### src/rtl/enigma_core_ctrl.sv
// enigma_core_ctrl: owns rotor configuration and positions, steps the rotors
// for each accepted letter, and walks it through six ROM lookups and the
// UKW-B reflector before returning the cipher letter on a valid/ready port.
module enigma_core_ctrl (
  input  logic       clk,
  input  logic       rst_n,
  input  logic       cfg_we,
  input  logic [2:0] cfg_type_l,
  input  logic [2:0] cfg_type_m,
  input  logic [2:0] cfg_type_r,
  input  logic [4:0] cfg_ring_l,
  input  logic [4:0] cfg_ring_m,
  input  logic [4:0] cfg_ring_r,
  input  logic [4:0] cfg_pos_l,
  input  logic [4:0] cfg_pos_m,
  input  logic [4:0] cfg_pos_r,
  input  logic       key_valid,
  input  logic [4:0] key_in,
  output logic       key_ready,
  output logic       out_valid,
  output logic [4:0] out_letter,
  input  logic       out_ready,
  output logic       err,
  output logic [4:0] pos_l,
  output logic [4:0] pos_m,
  output logic [4:0] pos_r,
  output logic [8:0] rom_addr0,
  output logic [8:0] rom_addr1,
  output logic [8:0] rom_addr2,
  output logic [8:0] rom_addr3,
  output logic [8:0] rom_addr4,
  output logic [8:0] rom_addr5,
  input  logic [15:0] rom_dout0,
  input  logic [15:0] rom_dout1,
  input  logic [15:0] rom_dout2,
  input  logic [15:0] rom_dout3,
  input  logic [15:0] rom_dout4,
  input  logic [15:0] rom_dout5
);

  typedef enum logic [3:0] {
    S_IDLE, S_STEP, S_F0, S_F1, S_F2, S_REFL, S_B0, S_B1, S_B2, S_DONE
  } state_t;

  state_t     state_q, state_d;
  logic [2:0] type_l_q, type_m_q, type_r_q, type_l_d, type_m_d, type_r_d;
  logic [4:0] ring_l_q, ring_m_q, ring_r_q, ring_l_d, ring_m_d, ring_r_d;
  logic [4:0] pos_l_q, pos_m_q, pos_r_q, pos_l_d, pos_m_d, pos_r_d;
  logic [4:0] cur_q, cur_d;
  logic       key_ready_q, key_ready_d;
  logic       out_valid_q, out_valid_d;
  logic [4:0] out_letter_q, out_letter_d;
  logic       err_q, err_d;

  logic [2:0] st_type;
  logic [4:0] st_pos, st_ring, st_idx, st_result;
  logic       st_dir;
  logic [15:0] st_dout;
  logic [8:0] st_addr;
  logic       cfg_legal, mid_at_notch, right_at_notch;

  // Upper ROM data bits carry nothing this block needs.
  logic unused_dout_hi;
  assign unused_dout_hi = ^{rom_dout0[15:5], rom_dout1[15:5], rom_dout2[15:5],
                            rom_dout3[15:5], rom_dout4[15:5], rom_dout5[15:5]};

  // Reduce a value below 78 into 0..25 with at most two subtractions.
  function automatic logic [4:0] mod26(input logic [6:0] v);
    logic [6:0] t;
    t = v;
    if (t >= 7'd26) t = t - 7'd26;
    if (t >= 7'd26) t = t - 7'd26;
    return t[4:0];
  endfunction

  function automatic logic [4:0] inc26(input logic [4:0] p);
    return (p == 5'd25) ? 5'd0 : p + 5'd1;
  endfunction

  // Turnover notch letter of each rotor type (Q, E, V, J, Z).
  function automatic logic [4:0] notch(input logic [2:0] t);
    case (t)
      3'd0:    return 5'd16;
      3'd1:    return 5'd4;
      3'd2:    return 5'd21;
      3'd3:    return 5'd9;
      default: return 5'd25;
    endcase
  endfunction

  // Fixed UKW-B reflector wiring.
  function automatic logic [4:0] ukw_b(input logic [4:0] c);
    case (c)
      5'd0:  return 5'd24;  5'd1:  return 5'd17;  5'd2:  return 5'd20;
      5'd3:  return 5'd7;   5'd4:  return 5'd16;  5'd5:  return 5'd18;
      5'd6:  return 5'd11;  5'd7:  return 5'd3;   5'd8:  return 5'd15;
      5'd9:  return 5'd23;  5'd10: return 5'd13;  5'd11: return 5'd6;
      5'd12: return 5'd14;  5'd13: return 5'd10;  5'd14: return 5'd12;
      5'd15: return 5'd8;   5'd16: return 5'd4;   5'd17: return 5'd1;
      5'd18: return 5'd5;   5'd19: return 5'd25;  5'd20: return 5'd2;
      5'd21: return 5'd22;  5'd22: return 5'd21;  5'd23: return 5'd9;
      5'd24: return 5'd0;   default: return 5'd19;
    endcase
  endfunction

  // Pick the rotor, direction and ROM port that the current stage works on.
  always_comb begin
    st_type = 3'd0;
    st_pos  = 5'd0;
    st_ring = 5'd0;
    st_dir  = 1'b0;
    st_dout = 16'd0;
    case (state_q)
      S_F0: begin st_type = type_r_q; st_pos = pos_r_q; st_ring = ring_r_q; st_dout = rom_dout0; end
      S_F1: begin st_type = type_m_q; st_pos = pos_m_q; st_ring = ring_m_q; st_dout = rom_dout1; end
      S_F2: begin st_type = type_l_q; st_pos = pos_l_q; st_ring = ring_l_q; st_dout = rom_dout2; end
      S_B0: begin st_type = type_l_q; st_pos = pos_l_q; st_ring = ring_l_q; st_dir = 1'b1; st_dout = rom_dout3; end
      S_B1: begin st_type = type_m_q; st_pos = pos_m_q; st_ring = ring_m_q; st_dir = 1'b1; st_dout = rom_dout4; end
      S_B2: begin st_type = type_r_q; st_pos = pos_r_q; st_ring = ring_r_q; st_dir = 1'b1; st_dout = rom_dout5; end
      default: ;
    endcase
    st_idx    = mod26({2'b00, cur_q} + {2'b00, st_pos} + 7'd26 - {2'b00, st_ring});
    st_addr   = {6'd0, st_type} * 9'd52 + (st_dir ? 9'd26 : 9'd0) + {4'd0, st_idx};
    st_result = mod26({2'b00, st_dout[4:0]} + 7'd26 - {2'b00, st_pos} + {2'b00, st_ring});
  end

  // Only the port that belongs to the active stage carries an address.
  always_comb begin
    rom_addr0 = (state_q == S_F0) ? st_addr : 9'd0;
    rom_addr1 = (state_q == S_F1) ? st_addr : 9'd0;
    rom_addr2 = (state_q == S_F2) ? st_addr : 9'd0;
    rom_addr3 = (state_q == S_B0) ? st_addr : 9'd0;
    rom_addr4 = (state_q == S_B1) ? st_addr : 9'd0;
    rom_addr5 = (state_q == S_B2) ? st_addr : 9'd0;
  end

  // Sequencing, config loading, rotor stepping and registered output values.
  always_comb begin
    state_d      = state_q;
    type_l_d     = type_l_q;  type_m_d = type_m_q;  type_r_d = type_r_q;
    ring_l_d     = ring_l_q;  ring_m_d = ring_m_q;  ring_r_d = ring_r_q;
    pos_l_d      = pos_l_q;   pos_m_d  = pos_m_q;   pos_r_d  = pos_r_q;
    cur_d        = cur_q;
    out_letter_d = out_letter_q;
    err_d        = 1'b0;
    cfg_legal    = (cfg_type_l <= 3'd4) && (cfg_type_m <= 3'd4) && (cfg_type_r <= 3'd4) &&
                   (cfg_ring_l <= 5'd25) && (cfg_ring_m <= 5'd25) && (cfg_ring_r <= 5'd25) &&
                   (cfg_pos_l <= 5'd25) && (cfg_pos_m <= 5'd25) && (cfg_pos_r <= 5'd25);
    mid_at_notch   = (pos_m_q == notch(type_m_q));
    right_at_notch = (pos_r_q == notch(type_r_q));
    case (state_q)
      S_IDLE: begin
        if (cfg_we) begin
          if (cfg_legal) begin
            type_l_d = cfg_type_l;  type_m_d = cfg_type_m;  type_r_d = cfg_type_r;
            ring_l_d = cfg_ring_l;  ring_m_d = cfg_ring_m;  ring_r_d = cfg_ring_r;
            pos_l_d  = cfg_pos_l;   pos_m_d  = cfg_pos_m;   pos_r_d  = cfg_pos_r;
          end else begin
            err_d = 1'b1;
          end
        end else if (key_valid) begin
          if (key_in <= 5'd25) begin
            cur_d   = key_in;
            state_d = S_STEP;
          end else begin
            err_d = 1'b1;
          end
        end
      end
      S_STEP: begin
        pos_r_d = inc26(pos_r_q);
        if (mid_at_notch || right_at_notch) pos_m_d = inc26(pos_m_q);
        if (mid_at_notch) pos_l_d = inc26(pos_l_q);
        state_d = S_F0;
      end
      S_F0:   begin cur_d = st_result; state_d = S_F1; end
      S_F1:   begin cur_d = st_result; state_d = S_F2; end
      S_F2:   begin cur_d = st_result; state_d = S_REFL; end
      S_REFL: begin cur_d = ukw_b(cur_q); state_d = S_B0; end
      S_B0:   begin cur_d = st_result; state_d = S_B1; end
      S_B1:   begin cur_d = st_result; state_d = S_B2; end
      S_B2:   begin cur_d = st_result; out_letter_d = st_result; state_d = S_DONE; end
      S_DONE: begin
        if (out_ready) state_d = S_IDLE;
      end
      default: state_d = S_IDLE;
    endcase
    key_ready_d = (state_d == S_IDLE);
    out_valid_d = (state_d == S_DONE);
  end

  // State and output registers; reset drops any letter in flight.
  always_ff @(posedge clk or negedge rst_n) begin
    if (!rst_n) begin
      state_q      <= S_IDLE;
      type_l_q     <= 3'd0;  type_m_q <= 3'd0;  type_r_q <= 3'd0;
      ring_l_q     <= 5'd0;  ring_m_q <= 5'd0;  ring_r_q <= 5'd0;
      pos_l_q      <= 5'd0;  pos_m_q  <= 5'd0;  pos_r_q  <= 5'd0;
      cur_q        <= 5'd0;
      key_ready_q  <= 1'b1;
      out_valid_q  <= 1'b0;
      out_letter_q <= 5'd0;
      err_q        <= 1'b0;
    end else begin
      state_q      <= state_d;
      type_l_q     <= type_l_d;  type_m_q <= type_m_d;  type_r_q <= type_r_d;
      ring_l_q     <= ring_l_d;  ring_m_q <= ring_m_d;  ring_r_q <= ring_r_d;
      pos_l_q      <= pos_l_d;   pos_m_q  <= pos_m_d;   pos_r_q  <= pos_r_d;
      cur_q        <= cur_d;
      key_ready_q  <= key_ready_d;
      out_valid_q  <= out_valid_d;
      out_letter_q <= out_letter_d;
      err_q        <= err_d;
    end
  end

  assign key_ready  = key_ready_q;
  assign out_valid  = out_valid_q;
  assign out_letter = out_letter_q;
  assign err        = err_q;
  assign pos_l      = pos_l_q;
  assign pos_m      = pos_m_q;
  assign pos_r      = pos_r_q;

endmodule

### config.mk
export PLATFORM = sky130hd
export DESIGN_NAME = enigma_core_ctrl
export DESIGN_NICKNAME = d
export VERILOG_FILES = /design/src/rtl/enigma_core_ctrl.sv
export SDC_FILE = /design/constraint.sdc
export NUM_CORES = 1
export LEC_CHECK = 0
export CORE_MARGIN = 2
export CORE_UTILIZATION = 46
export CTS_CLUSTER_DIAMETER = 100
export CTS_CLUSTER_SIZE = 24
export DETAILED_ROUTE_END_ITERATION = 10
export PLACE_DENSITY = 0.83
export SYNTH_ARGS = -nofsm -noshare
export SYNTH_HDL_FRONTEND = slang
export SYNTH_SLANG_ARGS = --single-unit
### constraint.sdc
create_clock -name clk -period 12.8 [get_ports clk]
set_input_delay 3.2 -clock clk [delete_from_list [all_inputs] [get_ports clk]]
set_output_delay 3.2 -clock clk [all_outputs]
set_load 0.05 [all_outputs]
==> run summary <==
Synth Area in Adders -> 0.155
Die Ht -> 117 um
Most frequent cell after synthesis -> nor2_1
Global-route wire length before repair -> 28000 um
Worst slew margin -> 0.305
Fraction of the cycle the final worst path needs -> 0.948
Synth area leader -> dfrtp_1
Starting Density -> 0.467
DRC viols -> 0
Num CTS Buffers -> 5
GR Layer Usage met2 -> 0.442
RSZ-0062 raised after global routing -> no
Die Wd -> 117 um
# port buffers -> 155
Minimum clock period -> 12.13 ns
Post-synthesis mux area share -> 0.0703
Top post-synthesis cells by area -> dfrtp_1 (24%), ha_1 (11%), mux2_2 (5.2%)
Top_reg_cell synth -> dfrtp_1
Post-synthesis simple-gate area fraction -> 0.214
Layout cells sized above 1 -> 0.0877
GRT Util Overall -> 0.258
R2R Setup Slk -> 6.37 ns
Type of origin of the critical path -> flop
GR Layer Usage met3 -> 0.0332
CTS tree -> built
Pre-antenna DRT Iters -> 8
Via density -> 5.91
Ports -> 222
Outcome -> complete, no violations
WL final -> 17700 um
Main combinational cell family by area after synthesis -> compound AO/OA/AOI/OAI gates
Clk pin slew, worst setup/hold paths -> 0.08 ns
Most common cell on crit path -> fa_1
CP Data Arrival Time -> 8.93 ns
Synth top area share -> 0.236
Max FO, Critical Path -> 12
GPL Wtd Cong -> 0.910
Least-Margin Pin Slew -> 1.04 ns
Final setup vio count -> 0
Post-synth top cells -> nor2_1 (74), inv_1 (58), dfrtp_1 (55)
Number of diodes -> 0
CP max stage cell -> dfrtp_1
Final Max Tran Viols -> 0
Fmax -> 82.4 MHz
Syn Area/Cell -> 8.45 sq um
# hold bufs at CTS -> 0
TritonCTS Sinks -> 56
Seq/Total Area, Yosys -> 0.240
Rows -> 41
Largest net degree at the start of global routing -> 57
Overflow after GRT -> 0
Dpl hpwl -> 13800 um
Core Box Area -> 0.0125 sq mm
Xor-xnor portion of the synthesized cell area -> 0.0306
Final core utilization -> 0.622
Nets -> 1052
Clk buf depth -> 2
Drt wl/cell -> 17.4 um
#FFs+latches synth -> 56
Die area -> 0.0136 sq mm
Antenna-violating nets left -> 0
# fillers -> 1082
Cell Area, Synth -> 0.00584 sq mm
Met1 Usage GRT -> 0.347
1st-iter DRT viols -> 718
Net Count, Synth -> 900
CP Class -> reg -> out
Library cells used by synthesis -> 74
Worst clock skew -> 0.00524 ns
Clk_lat worst skew -> 0.29 ns
Synth Instances -> 691
Compound-Gate Fraction of Synth Area -> 0.235
Vias in the first global route -> 5687
Max Cap Viol -> 0
Synth async-reset ratio -> 1.00
Path type of the worst min-delay path -> reg -> reg
Global route hottest layer -> met2
EDFF count, synth -> 0
Initial antenna violation count -> 0
Crit. End Element -> primary output
Setup TNS -> 0 ns
Area grow syn2layout -> 33.4%
Hold Vio Cnt, Final -> 0
Clock Tree Root -> clkbuf_16
Worst path required time -> 9.60 ns
Ys Warns -> 0
Slowest stage delay, CP -> 0.53 ns
Via Count -> 6003
Max H-tree Level -> 2
==> cells in the final DEF, fill, tap and decap left out, types with 7 or more instances in the layout <==
cell	n
ha_1	50
nor3_1	15
or3_1	10
clkdlybuf4s50_1	148
buf_4	16
a211oi_1	9
nor3b_1	7
a21oi_1	32
o211ai_1	11
mux2i_1	8
a31oi_1	7
nand3_1	19
mux2_2	27
and3_1	11
nand2_1	44
o21ai_0	34
nor2b_1	10
o21ai_1	9
nor2_1	74
inv_1	58
fa_1	14
dfrtp_1	55
a222oi_1	22
nand2b_1	8
and2_1	27
xnor2_1	12
==> metrics by stage <==
stage / instance area [sq um] / instances / setup slack [ns] / hold WS (ns)
finish: 7790 / 1016 / 0.667 / 0.489
CTS: 7770 / 1015 / 0.204 / 0.489
floorplan: 5840 / 691 / 2.07 / 0.480
global route: 7790 / 1016 / 0.176 / 0.506
global placement: 7620 / 1007 / 0.714 / 0.459
detailed placement: 7620 / 1007 / 0.544 / 0.472
==> worst max-delay path, delay by kind of cell (launching register included) <==
family                     cells  cell delay [ns]
adders and majority gates      5             2.31
buffers and inverters          7             1.27
AOI/OAI and AO/OA              9             2.22
xor gates and xnor gates       2             0.56
and+or+nand+nor                8             1.72
DFF                            1             0.53
==> area by class of cell <==
cell class,instances,area [sq um],share of cell area
inverter,58,218,0.0279
clock buffer,5,125,0.0161
clock inverter,3,22.5,0.00289
timing repair buffer,171,1680,0.216
tap,172,215,0.0276
multi-input combinational,551,4130,0.530
sequential,56,1400,0.180
==> per-layer routing <==
metal,wire [um],vias up
met5,0,-
li1,-,2832
met3,1230,33
met4,413,0
met2,8650,283
met1,7430,2855
==> timing repair <==
item / in CTS / in global routing
endpoints found under the hold margin: 0 / 0
gates resized for setup: 0 / 7
endpoints found under the setup margin: 0 / 6
buffers inserted: 0 / 1
==> final timing paths <==
| check | end | start | cells after the start |
|---|---|---|---|
| min in group asynchronous | pos_r[2] | rst_n | 2 |
| min | out_letter[4] | out_letter[4] | 2 |
| min reg2reg | out_letter[4] | out_letter[4] | 2 |
| max | rom_addr0[8] | state_q[1] | 31 |
| max reg2reg | cur_q[2] | state_q[1] | 21 |
| max in group asynchronous | cur_q[3] | rst_n | 2 |
==> flip-flops by register name, indices dropped and copies added, names as in the netlist <==
signal      cells
ring_l_q        5
state_q         4
err             1
out_valid       1
type_m_q        3
pos_m           5
key_ready       1
ring_r_q        5
out_letter      5
pos_r           5
type_r_q        3
cur_q           5
type_l_q        3
pos_l           5
ring_m_q        5
==> cells by family (layout without fill, tap and decap cells) <==
| family | count (synthesis) | in the layout |
|---|---|---|
| and+or+nand+nor | 246 | 246 |
| AOI/OAI and AO/OA | 186 | 186 |
| buffers and inverters | 84 | 237 |
| adders and majority gates | 64 | 64 |
| DFF | 56 | 56 |
| muxes | 37 | 37 |
| xor gates and xnor gates | 18 | 18 |
Power is left out: the tool's default activity adds up to more than one toggle a clock period on the data nets, which glitch-free logic cannot reach.
